$ cat src/rtl/uart_pkg.sv
// Shared UART definitions: serializer state encoding,
// frame geometry and line levels.
package uart_pkg;

  localparam int DATA_BITS = 8;

  localparam logic LINE_IDLE = 1'b1;
  localparam logic START_LVL = 1'b0;
  localparam logic STOP_LVL  = 1'b1;

  typedef enum logic [1:0] {
    ST_IDLE  = 2'd0,
    ST_START = 2'd1,
    ST_DATA  = 2'd2,
    ST_STOP  = 2'd3
  } tx_state_e;

endpackage

$ cat src/rtl/tx_fifo.sv
// Single-clock byte FIFO feeding the transmitter;
// power-of-two depth so pointers wrap naturally.
module tx_fifo
  import uart_pkg::*;
#(
  parameter int DEPTH = 4
) (
  input  logic                 clk,
  input  logic                 reset,
  input  logic                 push,
  input  logic [DATA_BITS-1:0] wr_data,
  input  logic                 pop,
  output logic [DATA_BITS-1:0] rd_data,
  output logic                 full,
  output logic                 empty
);

  localparam int AW = $clog2(DEPTH);
  localparam logic [AW:0] FULL_CNT = DEPTH[AW:0];

  logic [AW-1:0] wr_ptr_q, wr_ptr_d;
  logic [AW-1:0] rd_ptr_q, rd_ptr_d;
  logic [AW:0]   count_q, count_d;
  logic [DATA_BITS-1:0] mem_q [DEPTH];
  logic [DATA_BITS-1:0] mem_d [DEPTH];
  logic do_push, do_pop;

  assign full    = (count_q == FULL_CNT);
  assign empty   = (count_q == '0);
  assign do_push = push & ~full;
  assign do_pop  = pop & ~empty;
  assign rd_data = mem_q[rd_ptr_q];

  always_comb begin
    mem_d    = mem_q;
    wr_ptr_d = wr_ptr_q;
    rd_ptr_d = rd_ptr_q;
    count_d  = count_q;
    if (do_push) begin
      mem_d[wr_ptr_q] = wr_data;
      wr_ptr_d = wr_ptr_q + 1'b1;
    end
    if (do_pop) begin
      rd_ptr_d = rd_ptr_q + 1'b1;
    end
    unique case ({do_push, do_pop})
      2'b10:   count_d = count_q + 1'b1;
      2'b01:   count_d = count_q - 1'b1;
      default: count_d = count_q;
    endcase
  end

  always_ff @(posedge clk) begin
    if (!reset) begin
      wr_ptr_q <= '0;
      rd_ptr_q <= '0;
      count_q  <= '0;
    end else begin
      wr_ptr_q <= wr_ptr_d;
      rd_ptr_q <= rd_ptr_d;
      count_q  <= count_d;
    end
  end

  // Storage needs no reset; occupancy alone defines validity.
  always_ff @(posedge clk) begin
    mem_q <= mem_d;
  end

endmodule

$ cat src/rtl/transmitter.sv
// Buffered UART transmitter: byte FIFO plus
// start/data/stop serializer with a registered TXD.
module transmitter
  import uart_pkg::*;
#(
  parameter int CLKS_PER_BIT = 1,
  parameter int STOP_BITS    = 1,
  parameter int FIFO_DEPTH   = 4
) (
  input  logic                 clk,
  input  logic                 reset,
  input  logic [DATA_BITS-1:0] tx_data,
  input  logic                 tx_valid,
  output logic                 tx_ready,
  output logic                 TXD,
  output logic                 tx_busy
);

  localparam int STOP_CYC = CLKS_PER_BIT * STOP_BITS;
  localparam int CW = (STOP_CYC > 1) ? $clog2(STOP_CYC) : 1;
  localparam logic [CW-1:0] BIT_LAST  = CW'(CLKS_PER_BIT - 1);
  localparam logic [CW-1:0] STOP_LAST = CW'(STOP_CYC - 1);
  localparam logic [2:0]    LAST_BIT  = 3'(DATA_BITS - 1);

  tx_state_e state_q, state_d;
  logic [CW-1:0] cnt_q, cnt_d;
  logic [2:0] bit_q, bit_d;
  logic [DATA_BITS-1:0] shift_q, shift_d;
  logic txd_q, txd_d;

  logic fifo_full, fifo_empty, pop;
  logic [DATA_BITS-1:0] fifo_head;

  tx_fifo #(
    .DEPTH (FIFO_DEPTH)
  ) u_fifo (
    .clk     (clk),
    .reset   (reset),
    .push    (tx_valid & tx_ready),
    .wr_data (tx_data),
    .pop     (pop),
    .rd_data (fifo_head),
    .full    (fifo_full),
    .empty   (fifo_empty)
  );

  assign tx_ready = ~fifo_full;
  assign tx_busy  = (state_q != ST_IDLE) | ~fifo_empty;
  assign TXD      = txd_q;

  always_comb begin
    state_d = state_q;
    cnt_d   = cnt_q;
    bit_d   = bit_q;
    shift_d = shift_q;
    pop     = 1'b0;
    unique case (state_q)
      ST_IDLE: begin
        if (!fifo_empty) begin
          pop     = 1'b1;
          shift_d = fifo_head;
          cnt_d   = '0;
          state_d = ST_START;
        end
      end
      ST_START: begin
        if (cnt_q == BIT_LAST) begin
          cnt_d   = '0;
          bit_d   = '0;
          state_d = ST_DATA;
        end else begin
          cnt_d = cnt_q + 1'b1;
        end
      end
      ST_DATA: begin
        if (cnt_q == BIT_LAST) begin
          cnt_d   = '0;
          shift_d = shift_q >> 1;
          bit_d   = bit_q + 3'd1;
          if (bit_q == LAST_BIT) begin
            state_d = ST_STOP;
          end
        end else begin
          cnt_d = cnt_q + 1'b1;
        end
      end
      ST_STOP: begin
        if (cnt_q == STOP_LAST) begin
          cnt_d = '0;
          // Chain straight into the next frame when data waits.
          if (!fifo_empty) begin
            pop     = 1'b1;
            shift_d = fifo_head;
            state_d = ST_START;
          end else begin
            state_d = ST_IDLE;
          end
        end else begin
          cnt_d = cnt_q + 1'b1;
        end
      end
      default: state_d = ST_IDLE;
    endcase

    unique case (state_d)
      ST_START: txd_d = START_LVL;
      ST_DATA:  txd_d = shift_d[0];
      ST_STOP:  txd_d = STOP_LVL;
      default:  txd_d = LINE_IDLE;
    endcase
  end

  always_ff @(posedge clk) begin
    if (!reset) begin
      state_q <= ST_IDLE;
      cnt_q   <= '0;
      bit_q   <= '0;
      shift_q <= '0;
      txd_q   <= LINE_IDLE;
    end else begin
      state_q <= state_d;
      cnt_q   <= cnt_d;
      bit_q   <= bit_d;
      shift_q <= shift_d;
      txd_q   <= txd_d;
    end
  end

endmodule

$ cat config.mk
export PLATFORM = sky130hd
export DESIGN_NAME = transmitter
export DESIGN_NICKNAME = d
export VERILOG_FILES = /design/src/rtl/uart_pkg.sv /design/src/rtl/tx_fifo.sv /design/src/rtl/transmitter.sv
export SDC_FILE = /design/constraint.sdc
export NUM_CORES = 1
export LEC_CHECK = 0
export ABC_AREA = 1
export CAP_MARGIN = 10
export CELL_PAD_IN_SITES_DETAIL_PLACEMENT = 2
export CELL_PAD_IN_SITES_GLOBAL_PLACEMENT = 2
export CORE_UTILIZATION = 37
export DETAILED_ROUTE_END_ITERATION = 6
export GPL_ROUTABILITY_DRIVEN = 0
export HOLD_SLACK_MARGIN = 0.05
export PLACE_DENSITY = 0.76
export RECOVER_POWER = 100
export SETUP_SLACK_MARGIN = 0.3
export SLEW_MARGIN = 15
export SYNTH_ARGS = -nofsm -noshare
export SYNTH_HDL_FRONTEND = slang
export SYNTH_HIERARCHICAL = 1
export SYNTH_SLANG_ARGS = --single-unit
$ cat constraint.sdc
create_clock -name clk -period 2.67 [get_ports clk]
set_clock_uncertainty 0.1 [all_clocks]
set_input_delay 0.267 -clock clk [delete_from_list [all_inputs] [get_ports clk]]
set_output_delay 0.267 -clock clk [all_outputs]
set_load 0.02 [all_outputs]
Word-level counts from Yosys, hierarchy flattened

Index checks and enable logic that the tools add are counted.

Bits of input ports: 11
Logic and storage cells: 81
Bits in registers: 54
Output and inout port bits: 3

Bitwise operators: 8
Order comparisons: 3
Reduce and logical (&&, ||, !) cells: 10
Equality and inequality tests: 13
Add/sub/neg operators: 6
Multiplexer cells: 28

Operators with widths:

| cell                                                                          | count |
|---|---|
| 8-bit two-way mux                                                             | 6 |
| 32-bit bitwise mux                                                            | 1 |
| 8-bit one-hot mux with 3 select lines                                         | 1 |
| 8-bit binary-select mux with 2-bit select                                     | 1 |
| 8-bit demux with 2-bit select                                                 | 1 |
| 3-bit one-hot mux with 2 select lines                                         | 2 |
| 2-bit two-way mux                                                             | 5 |
| 2-bit == test (second input constant)                                         | 4 |
| 2-bit != test (second input constant)                                         | 4 |
| 2-bit one-hot mux with 4 select lines                                         | 1 |
| 3-bit by 1-bit adder with 3-bit output (second input constant)                | 2 |
| 2-bit by 1-bit == test with 1-bit output (second input constant)              | 3 |
| 3-bit == test (second input constant)                                         | 2 |
| 3-bit greater-or-equal comparator (second input constant)                     | 2 |
| 3-bit two-way mux                                                             | 2 |
| 2-bit inverter with 3-bit output                                              | 2 |
| 1-bit one-hot mux with 2 select lines                                         | 3 |
| 3-bit AND reduction                                                           | 2 |
| 2-bit nonzero test                                                            | 3 |
| 1-bit two-way mux                                                             | 5 |
| 2-bit by 1-bit adder with 2-bit output (second input constant)                | 2 |
| 1-bit AND                                                                     | 3 |
| 3-bit logical NOT                                                             | 1 |
| 3-bit by 1-bit less-than comparator with 1-bit output (second input constant) | 1 |
| other kinds (8)                                                               | 9 |

Logic depth before layout (Yosys ltp)

Gate-level depths: netlist of run 1.

Depth after elaboration: 8
Gate-level depth with buffers: 16
Gate-level depth less buffers: 15

Modules after synthesis

Netlist of run 1, hierarchy kept.

By module, submodules not included:

| module      | cells an instance | area each (µm²) | instances | seq. area each (µm²) |
|---|---|---|---|---|
| tx_fifo     | 143               | 1,632.8         | 1         | 1,101.1 |
| transmitter | 129               | 863.3           | 1         | 280.3 |

Worst setup path before layout of run 1

Ideal clock, no wire load.

Path type: register -> register
From: register state_q[0]
To: register u_fifo.count_q[2]
Buffers on the path: 0
Library setup time: 0.113 ns
Stages on the path, launching flop included: 15
Slack: 0.287 ns
Arrival time: 2.170 ns
Period minus slack after synthesis: 2.383 ns
Data required time: 2.457 ns
Path through: dfxtp_1 inv_1 ha_1 nor3_1 nand2_1 inv_1 ha_1 inv_1 fa_1 inv_1 nand2_1 nand3_1 nand2_1 nand2_1 nor2_1

Cells in the longest elaborated chain, start to end: 5
Elaborated cells between the ends (all ways): 8
Classes of those cells: eq/ne: 3; mux: 2; bitwise: 1; reduce/logical: 2

Ends and longest elaborated chain:

| what                                                                               | line               | source |
|---|---|---|
| start: declaration                                                                 | transmitter.sv:25  | `tx_state_e state_q, state_d;` |
| start signal: assignment                                                           | transmitter.sv:121 | `state_q <= state_d;` |
| 2-bit == test / 2-bit logical NOT (equally long branches)                          | transmitter.sv:57  | `unique case (state_q)` |
| 1-bit one-hot mux with 2 select lines *                                            | transmitter.sv:57  |  |
| via pop                                                                            | transmitter.sv:31  | `logic fifo_full, fifo_empty, pop;` |
| 1-bit AND *                                                                        | tx_fifo.sv:31      | `assign do_pop = pop & ~empty;` |
| via u_fifo.do_pop                                                                  | tx_fifo.sv:26      | `logic do_push, do_pop;` |
| 2-bit by 1-bit == test with 1-bit output / 2-bit == test (equally long branches)   | tx_fifo.sv:46      | `unique case ({do_push, do_pop})` |
| 3-bit one-hot mux with 2 select lines / 2-bit nonzero test (equally long branches) | --                 |  |
| end signal: assignment                                                             | tx_fifo.sv:61      | `count_q <= count_d;` |
| end: declaration                                                                   | tx_fifo.sv:23      | `logic [AW:0] count_q, count_d;` |

Mark *: on every way through the listed nets, which the timed path passes. The rest lies on a longest branch.
A chain may end at the register's enable or synchronous reset.

Worst setup path after layout of run 1

From: register u_fifo.count_q[0]
To: output tx_busy

Cells in the longest elaborated chain, start to end: 3

Ends and longest elaborated chain:

| what              | line              | source |
|---|---|---|
| 3-bit logical NOT | tx_fifo.sv:29     | `assign empty = (count_q == '0);` |
| via fifo_empty    | transmitter.sv:31 |  |
| 1-bit inverter    | transmitter.sv:48 | `assign tx_busy = (state_q != ST_IDLE) \| ~fifo_empty;` |
| 1-bit bitwise OR  | transmitter.sv:48 |  |
| end: declaration  | transmitter.sv:16 | `output logic tx_busy` |

The timed path passes the listed nets, and every way through them passes these cells.

==> flow_summary_export.csv, run 1 <==
group,metric,value,unit
timing,max_freq,0.421,GHz
timing,worst_pin_slew,582,ps
pwr,irDropWorstVdd,0.000388,V
clock_tree,clk_pin_slew,100,ps
worst_setup_path,crit_chain,"nor2_1 > nand2_1 > inv_1 > buf_4 > nand2_1 > dlygate4sd3_1",
clock_tree,cts_root_buf,"clkbuf_8",
worst_setup_path,r2r_cells,14,
place,place_area,2720,µm²
timing,setup_violations,0,
floorplanning,rows,29,
worst_setup_path,crit_buf_inv,3,
worst_setup_path,worstPathMaxFanout,11,
synth,synth_top_area_cell,"edfxtp_1",
clock_tree,cts_max_level,2,
timing,post-route-min-period,2370,ps
synth,synth_edf_count,32,
worst_setup_path,r2r_setup_slack,340,ps
clock_tree,clockBufferDepth,2,
clock_tree,cts_tree,"built",
worst_setup_path,arrival,2010,ps
synth,synth_nets,298,
routing,drt_iter0_markers,80,
worst_setup_path,path_class,"reg2out",
timing,post-route-period-util,88.9,%
worst_setup_path,cp_common_cell,"nand2_1",
clock_tree,cts.sinks,53,
routing,num_vias,1892,
grt,track_usage,19.6,%
hold_path,hold_start,"bit_q[1]",
synth,yosys.cell_types.count,24,
place,portBuffers,13,
synth,ys.flop_type,"edfxtp_1",
hold_path,hold_path_class,"reg2reg",
place,dp_hpwl,4370,µm
synth,synth.top_cell.area_share,38.5,%
synth,seq_area_frac_synth,55.3,%
floorplanning,core_area,6420,µm²
worst_setup_path,timing.rr.end,"u_fifo/count_q[2]",
worst_setup_path,slowest_stage,"dlygate4sd3_1",
floorplanning,dieArea,7080,µm²
flow_run,maxCapViolations,0,
routing,via_per_inst,5.07,
pwr,p_switching,0.00125,W
timing,rsz0062_at_grt,"yes",
synth,avgSynthCellArea,9.18,µm²
final_layout,area_growth_syn_to_layout,13.2,%
grt,grt_pass1_vias,2077,
floorplanning,fp.dieH,84.1,µm
pwr,netSwitchingFraction,42.8,%
routing,drc_errors,3,
pwr,p_clk_share,16.6,%
worst_setup_path,regToRegStartpoint,"state_q[0]",
worst_setup_path,slowest_delay,650,ps
timing,slew-limit-headroom,61.2,%
grt,grt_overflow_total,0,
synth,synth_cells,272,
worst_setup_path,cp.depth,6,
final_layout,design_area,2830,µm²
routing,drtAntennaViolNets,0,
floorplanning,ios,14,
pwr,p_int,0.00167,W
final_layout,instances_no_fill,373,
final_layout,n_antenna_cell,0,
pwr,pwr-share-seq,38.7,%
timing,worst_slack,297,ps
grt,grt_pass1_wl,10500,µm
final_layout,fin_nets,321,
routing,wirelength,6420,µm
synth,netlist_area,2500,µm²
synth,yosys-top-cells-area,"edfxtp_1 (38%), dfxtp_1 (17%), nand2_1 (12%), ha_1 (7.0%), nor2_1 (4.7%)",
final_layout,layout-drive-gt1-share,8.78,%
pwr,power.density,1030,nW/µm²
grt,grt_max_degree,20,
clock_tree,clk_latency,310,ps
floorplanning,start_util,38.9,%
pwr,total_power,0.00292,W
run_status,violations,"DRC",
synth,async_flop_share,0,%
grt,antenna_found_initial,0,
clock_tree,cts_buffers,5,
routing,dr.pass1.iters,6,
pwr,p_leak,1.14,nW
worst_setup_path,cp-end-kind,"output pin",
synth,ys_top_cells_by_count,"nand2_1 (77), edfxtp_1 (32), nor2_1 (31), inv_1 (26), dfxtp_1 (21)",
worst_setup_path,critPathLaunchType,"flip-flop",
timing,final_max_slew_viol_count,0,
synth,ys_ff_latch,53,
routing,wl_per_cell,17.2,µm
hold_path,holdPathEnd,"bit_q[1]",
place,dp.cells,361,
hold_path,worstHoldPathCells,2,
timing,finalHoldViolCount,0,
place,pre_cts_ws,220,ps
pwr,p_comb_share,44.8,%
synth,yosys.cell_count.top_type,"nand2_1",
floorplanning,die_x,84.1,µm
run_status,outcome,"complete, but fails checks",
worst_setup_path,crit_family,"buffers and inverters",
worst_setup_path,cp.required,2300,ps
timing,fin_tns_setup,0,ps
synth,yosys_warnings,6,
worst max-delay path by stage:
stage	startpoint	endpoint	slack, ps
global route	state_q[0]	u_fifo/count_q[2]	150
floorplan	state_q[0]	u_fifo/count_q[2]	350
CTS	state_q[1]	u_fifo/count_q[2]	320
detailed placement	state_q[0]	u_fifo/count_q[2]	220
global placement	state_q[0]	u_fifo/count_q[2]	320
finish	u_fifo/count_q[0]	tx_busy	300
cell families after synthesis:
family	count (synthesis)	synth area share [%]
flip-flops	53	55.3
AO/OA/AOI/OAI	47	10.7
buffers and inverters	36	6.72
adder cells (fa/ha/maj)	15	7.82
AND/OR/NAND/NOR	121	19.4
through the flow:
stage	util (%)	hold slack, ps
6_report	44.0	374
5_1_grt	44.0	407
4_1_cts	44.0	378
3_5_place_dp	42.3	363
3_3_place_gp	42.3	360
2_1_floorplan	-	265
layout by cell type, fill, tap and decap left out, drive strengths merged, types with 2 or more instances in the layout:
master,instances
nor2,33
clkbuf,10
nand3,8
buf,6
ha,14
dfxtp,21
inv,28
clkinvlp,3
edfxtp,32
o21ai,20
dlygate4sd3,11
o22ai,8
clkdlybuf4s50,2
nand2,79
a21oi,18
state kept, by name, summed over array words and instances (netlist names):
name / count
u_fifo/wr_ptr_q: 2
bit_q: 3
TXD: 1
state_q: 2
shift_q: 8
u_fifo/rd_ptr_q: 2
u_fifo/count_q: 3
u_fifo/mem_q: 32
layout make-up:
type,count,area (µm²)
well taps,77,96.3
clock buffers,5,68.8
clock inverters,3,26.3
flip-flops and latches,53,1390
multi-input cells,183,948
inverters,28,106
repair buffers,24,194
fillers,711,3600
worst register-to-register path, cell delays in order (launching register included):
cell	delay (ps)
dfxtp_4	390
clkinvlp_2	170
ha_4	290
nor3_4	180
nand2_1	100
inv_2	70
ha_2	180
inv_1	70
fa_2	340
inv_1	60
nand2_1	40
nand3_1	80
nand2_1	60
nand2_1	50
nor2_1	40
power groups by stage:
stage	sequential [W]	clock (W)	combinational (W)
6_report	0.00113	0.000484	0.00131
2_1_floorplan	0.00112	0	0.000905
5_1_grt	0.00115	0.000538	0.00149
3_3_place_gp	0.00113	0	0.00121
4_1_cts	0.00113	0.000493	0.00130
3_5_place_dp	0.00114	0	0.00126
metal layers:
metal	global-route usage [%]	up-vias	routed length [µm]
met5	0	-	0
met2	37.7	13	3500
met3	2.95	6	96
met4	5.64	0	76
met1	22.3	941	2740
li1	-	932	-
timing repair:
action / in CTS / in global routing
resized for setup: 2 / 8
buffers inserted: 1 / 3
endpoints found under the setup margin: 1 / 1
pin swaps: 1 / 1
hold buffers: 0 / 0
(Power assumes the default switching activity.)
==> run 2, diff against run 1 <==
--- a/config.mk
+++ b/config.mk
@@ -22,2 +22,3 @@
 export SYNTH_HIERARCHICAL = 1
 export SYNTH_SLANG_ARGS = --single-unit
+export TNS_END_PERCENT = 10
--- a/constraint.sdc
+++ b/constraint.sdc
@@ -3,3 +3,3 @@
 set_input_delay 0.267 -clock clk [delete_from_list [all_inputs] [get_ports clk]]
 set_output_delay 0.267 -clock clk [all_outputs]
-set_load 0.02 [all_outputs]
+set_load 0.05 [all_outputs]
==> flow_summary_export.csv, run 2 (synthesis gave the netlist of run 1 again) <==
group,metric,value,unit
final_layout,design_area,2810,µm²
clock_tree,cts_tree,"built",
worst_setup_path,r2r_cells,14,
grt,grt_max_degree,20,
pwr,netSwitchingFraction,43.8,%
worst_setup_path,path_class,"reg2reg",
final_layout,instances_no_fill,371,
final_layout,multi_input_area,946,µm²
routing,drc_errors,2,
routing,drt_iter0_markers,90,
final_layout,seqCellArea,1380,µm²
timing,worst_pin_slew,589,ps
routing,num_vias,1870,
floorplanning,fp.dieH,84.1,µm
timing,final_max_slew_viol_count,0,
pwr,p_leak,1.14,nW
floorplanning,ios,14,
final_layout,final_common_cell,"nand2_1",
clock_tree,cts_root_buf,"clkbuf_8",
routing,drtAntennaViolNets,0,
timing,rsz0062_at_grt,"no",
grt,track_usage,19.0,%
worst_setup_path,regToRegStartpoint,"state_q[0]",
final_layout,fin_nets,319,
floorplanning,dieArea,7080,µm²
grt,antenna_found_initial,0,
worst_setup_path,crit_path_start,"state_q[0]",
pwr,irDropWorstVdd,0.000435,V
worst_setup_path,cp.depth,14,
clock_tree,cts_buffers,5,
final_layout,final_util,43.7,%
worst_setup_path,r2r_setup_slack,340,ps
grt,grt_pass1_wl,10200,µm
timing,finalHoldViolCount,0,
final_layout,layout_common_cells,"nand2_1 (78), nor2_1 (32), edfxtp_1 (32), inv_1 (25), dfxtp_1 (20)",
final_layout,largest-register,"u_fifo/mem_q",
run_status,outcome,"complete, but fails checks",
worst_setup_path,crit_family,"adder cells",
worst_setup_path,worstPathMaxFanout,5,
worst_setup_path,critPathLaunchType,"flip-flop",
routing,dr.pass1.iters,6,
worst_setup_path,slowest_stage,"dfxtp_1",
final_layout,reg.largest.list,"u_fifo/mem_q: 32 flops, shift_q: 8 flops",
worst_setup_path,slowest_delay,450,ps
pwr,p_comb_share,45.2,%
worst_setup_path,arrival,2450,ps
floorplanning,start_util,38.9,%
timing,setup_violations,0,
pwr,p_switching,0.00128,W
final_layout,n_antenna_cell,0,
timing,post-route-period-util,87.2,%
worst_setup_path,cp-end-kind,"flip-flop",
final_layout,largest_register_ffs,32,
routing,wirelength,6140,µm
place,portBuffers,13,
pwr,power.density,1040,nW/µm²
worst_setup_path,cp.required,2790,ps
floorplanning,rows,29,
clock_tree,cts_max_level,2,
grt,grt_pass1_vias,2049,
clock_tree,clockBufferDepth,2,
clock_tree,cts.sinks,53,
pwr,p_int,0.00165,W
place,dp.cells,361,
worst_setup_path,crit_buf_inv,4,
pwr,pwr-share-seq,38.5,%
worst_setup_path,timing.rr.end,"u_fifo/count_q[2]",
timing,post-route-min-period,2330,ps
pwr,p_clk_share,16.4,%
timing,slew-limit-headroom,60.7,%
timing,worst_hold_slack,372,ps
routing,wl_per_cell,16.6,µm
grt,grt_overflow_total,0,
final_layout,nFillCells,711,
routing,via_per_inst,5.04,
floorplanning,die_x,84.1,µm
clock_tree,clk_pin_slew,100,ps
timing,fin_tns_setup,0,ps
final_layout,layout-drive-gt1-share,7.48,%
floorplanning,core_area,6420,µm²
clock_tree,clk_latency,310,ps
hold_path,hold_path_class,"reg2reg",
flow_run,maxCapViolations,0,
run_status,violations,"DRC",
place,place_area,2720,µm²
worst_setup_path,cp-endpoint,"u_fifo/count_q[2]",
worst_setup_path,crit_chain,"inv_2 > ha_4 > nor3_4 > nand2_2 > inv_1 > ha_1 > inv_1 > fa_1 > inv_1 > nand2_1 > nand3_1 > nand2_1 > nand2_1 > nor2_1",
timing,max_freq,0.429,GHz
final_layout,area_growth_syn_to_layout,12.4,%
place,dp_hpwl,4370,µm
-- run 2: what timing repair did --
| action | 4_1_cts | 5_1_grt |
|---|---|---|
| setup endpoints to repair | 2 | 2 |
| resized for setup | 2 | 9 |
| setup buffers | 0 | 2 |
| pin swaps | 1 | 2 |
| hold buffers | 0 | 0 |
-- run 2: final cells by class --
cell class	count	share of cell area, %
Clock buffer	5	2.45
Inverter	28	3.74
Tap cell	77	3.43
Timing Repair Buffer	22	6.46
Sequential cell	53	49.3
Clock inverter	3	0.936
Multi-Input combinational cell	183	33.7
-- run 2: worst reg2reg max path, delay by kind of cell, from the launching register on --
family        cells  cell delay (ps)
simple gates      7              550
flops             1              450
buf+inv           4              320
fa+ha+maj         3              820
-- run 2: metal layers --
layer | GRT usage, % | part of all wire (%) | wire length [µm] | up-vias
li1 | - | - | - | 928
met1 | 22.3 | 44 | 2700 | 923
met2 | 35.5 | 53 | 3260 | 13
met3 | 2.95 | 1.6 | 99 | 6
met4 | 5.64 | 1.2 | 76 | 0
met5 | 0 | 0 | 0 | -
-- run 2: worst min-delay path by stage --
| stage | startpoint | endpoint | depth (start not counted) |
|---|---|---|---|
| floorplan | reset | state_q[1] | 2 |
| global placement | bit_q[1] | bit_q[1] | 2 |
| detailed placement | bit_q[1] | bit_q[1] | 2 |
| CTS | bit_q[1] | bit_q[1] | 2 |
| global route | u_fifo/count_q[0] | u_fifo/count_q[0] | 1 |
| finish | bit_q[1] | bit_q[1] | 2 |
-- run 2: stage by stage --
| stage | worst slack [ps] | total power [W] |
|---|---|---|
| after floorplan | 352 | 0.00207 |
| after global placement | 316 | 0.00239 |
| after detailed placement | 220 | 0.00246 |
| after CTS | 248 | 0.00294 |
| after global routing | 159 | 0.00318 |
| final | 342 | 0.00293 |
-- run 2: power groups by stage --
stage,Sequential [W],Clock (W),Combinational (W)
after global routing,0.00115,0.000534,0.00150
after global placement,0.00113,0,0.00126
after detailed placement,0.00114,0,0.00131
after floorplan,0.00113,0,0.000941
final,0.00113,0.000479,0.00132
after CTS,0.00113,0.000493,0.00132
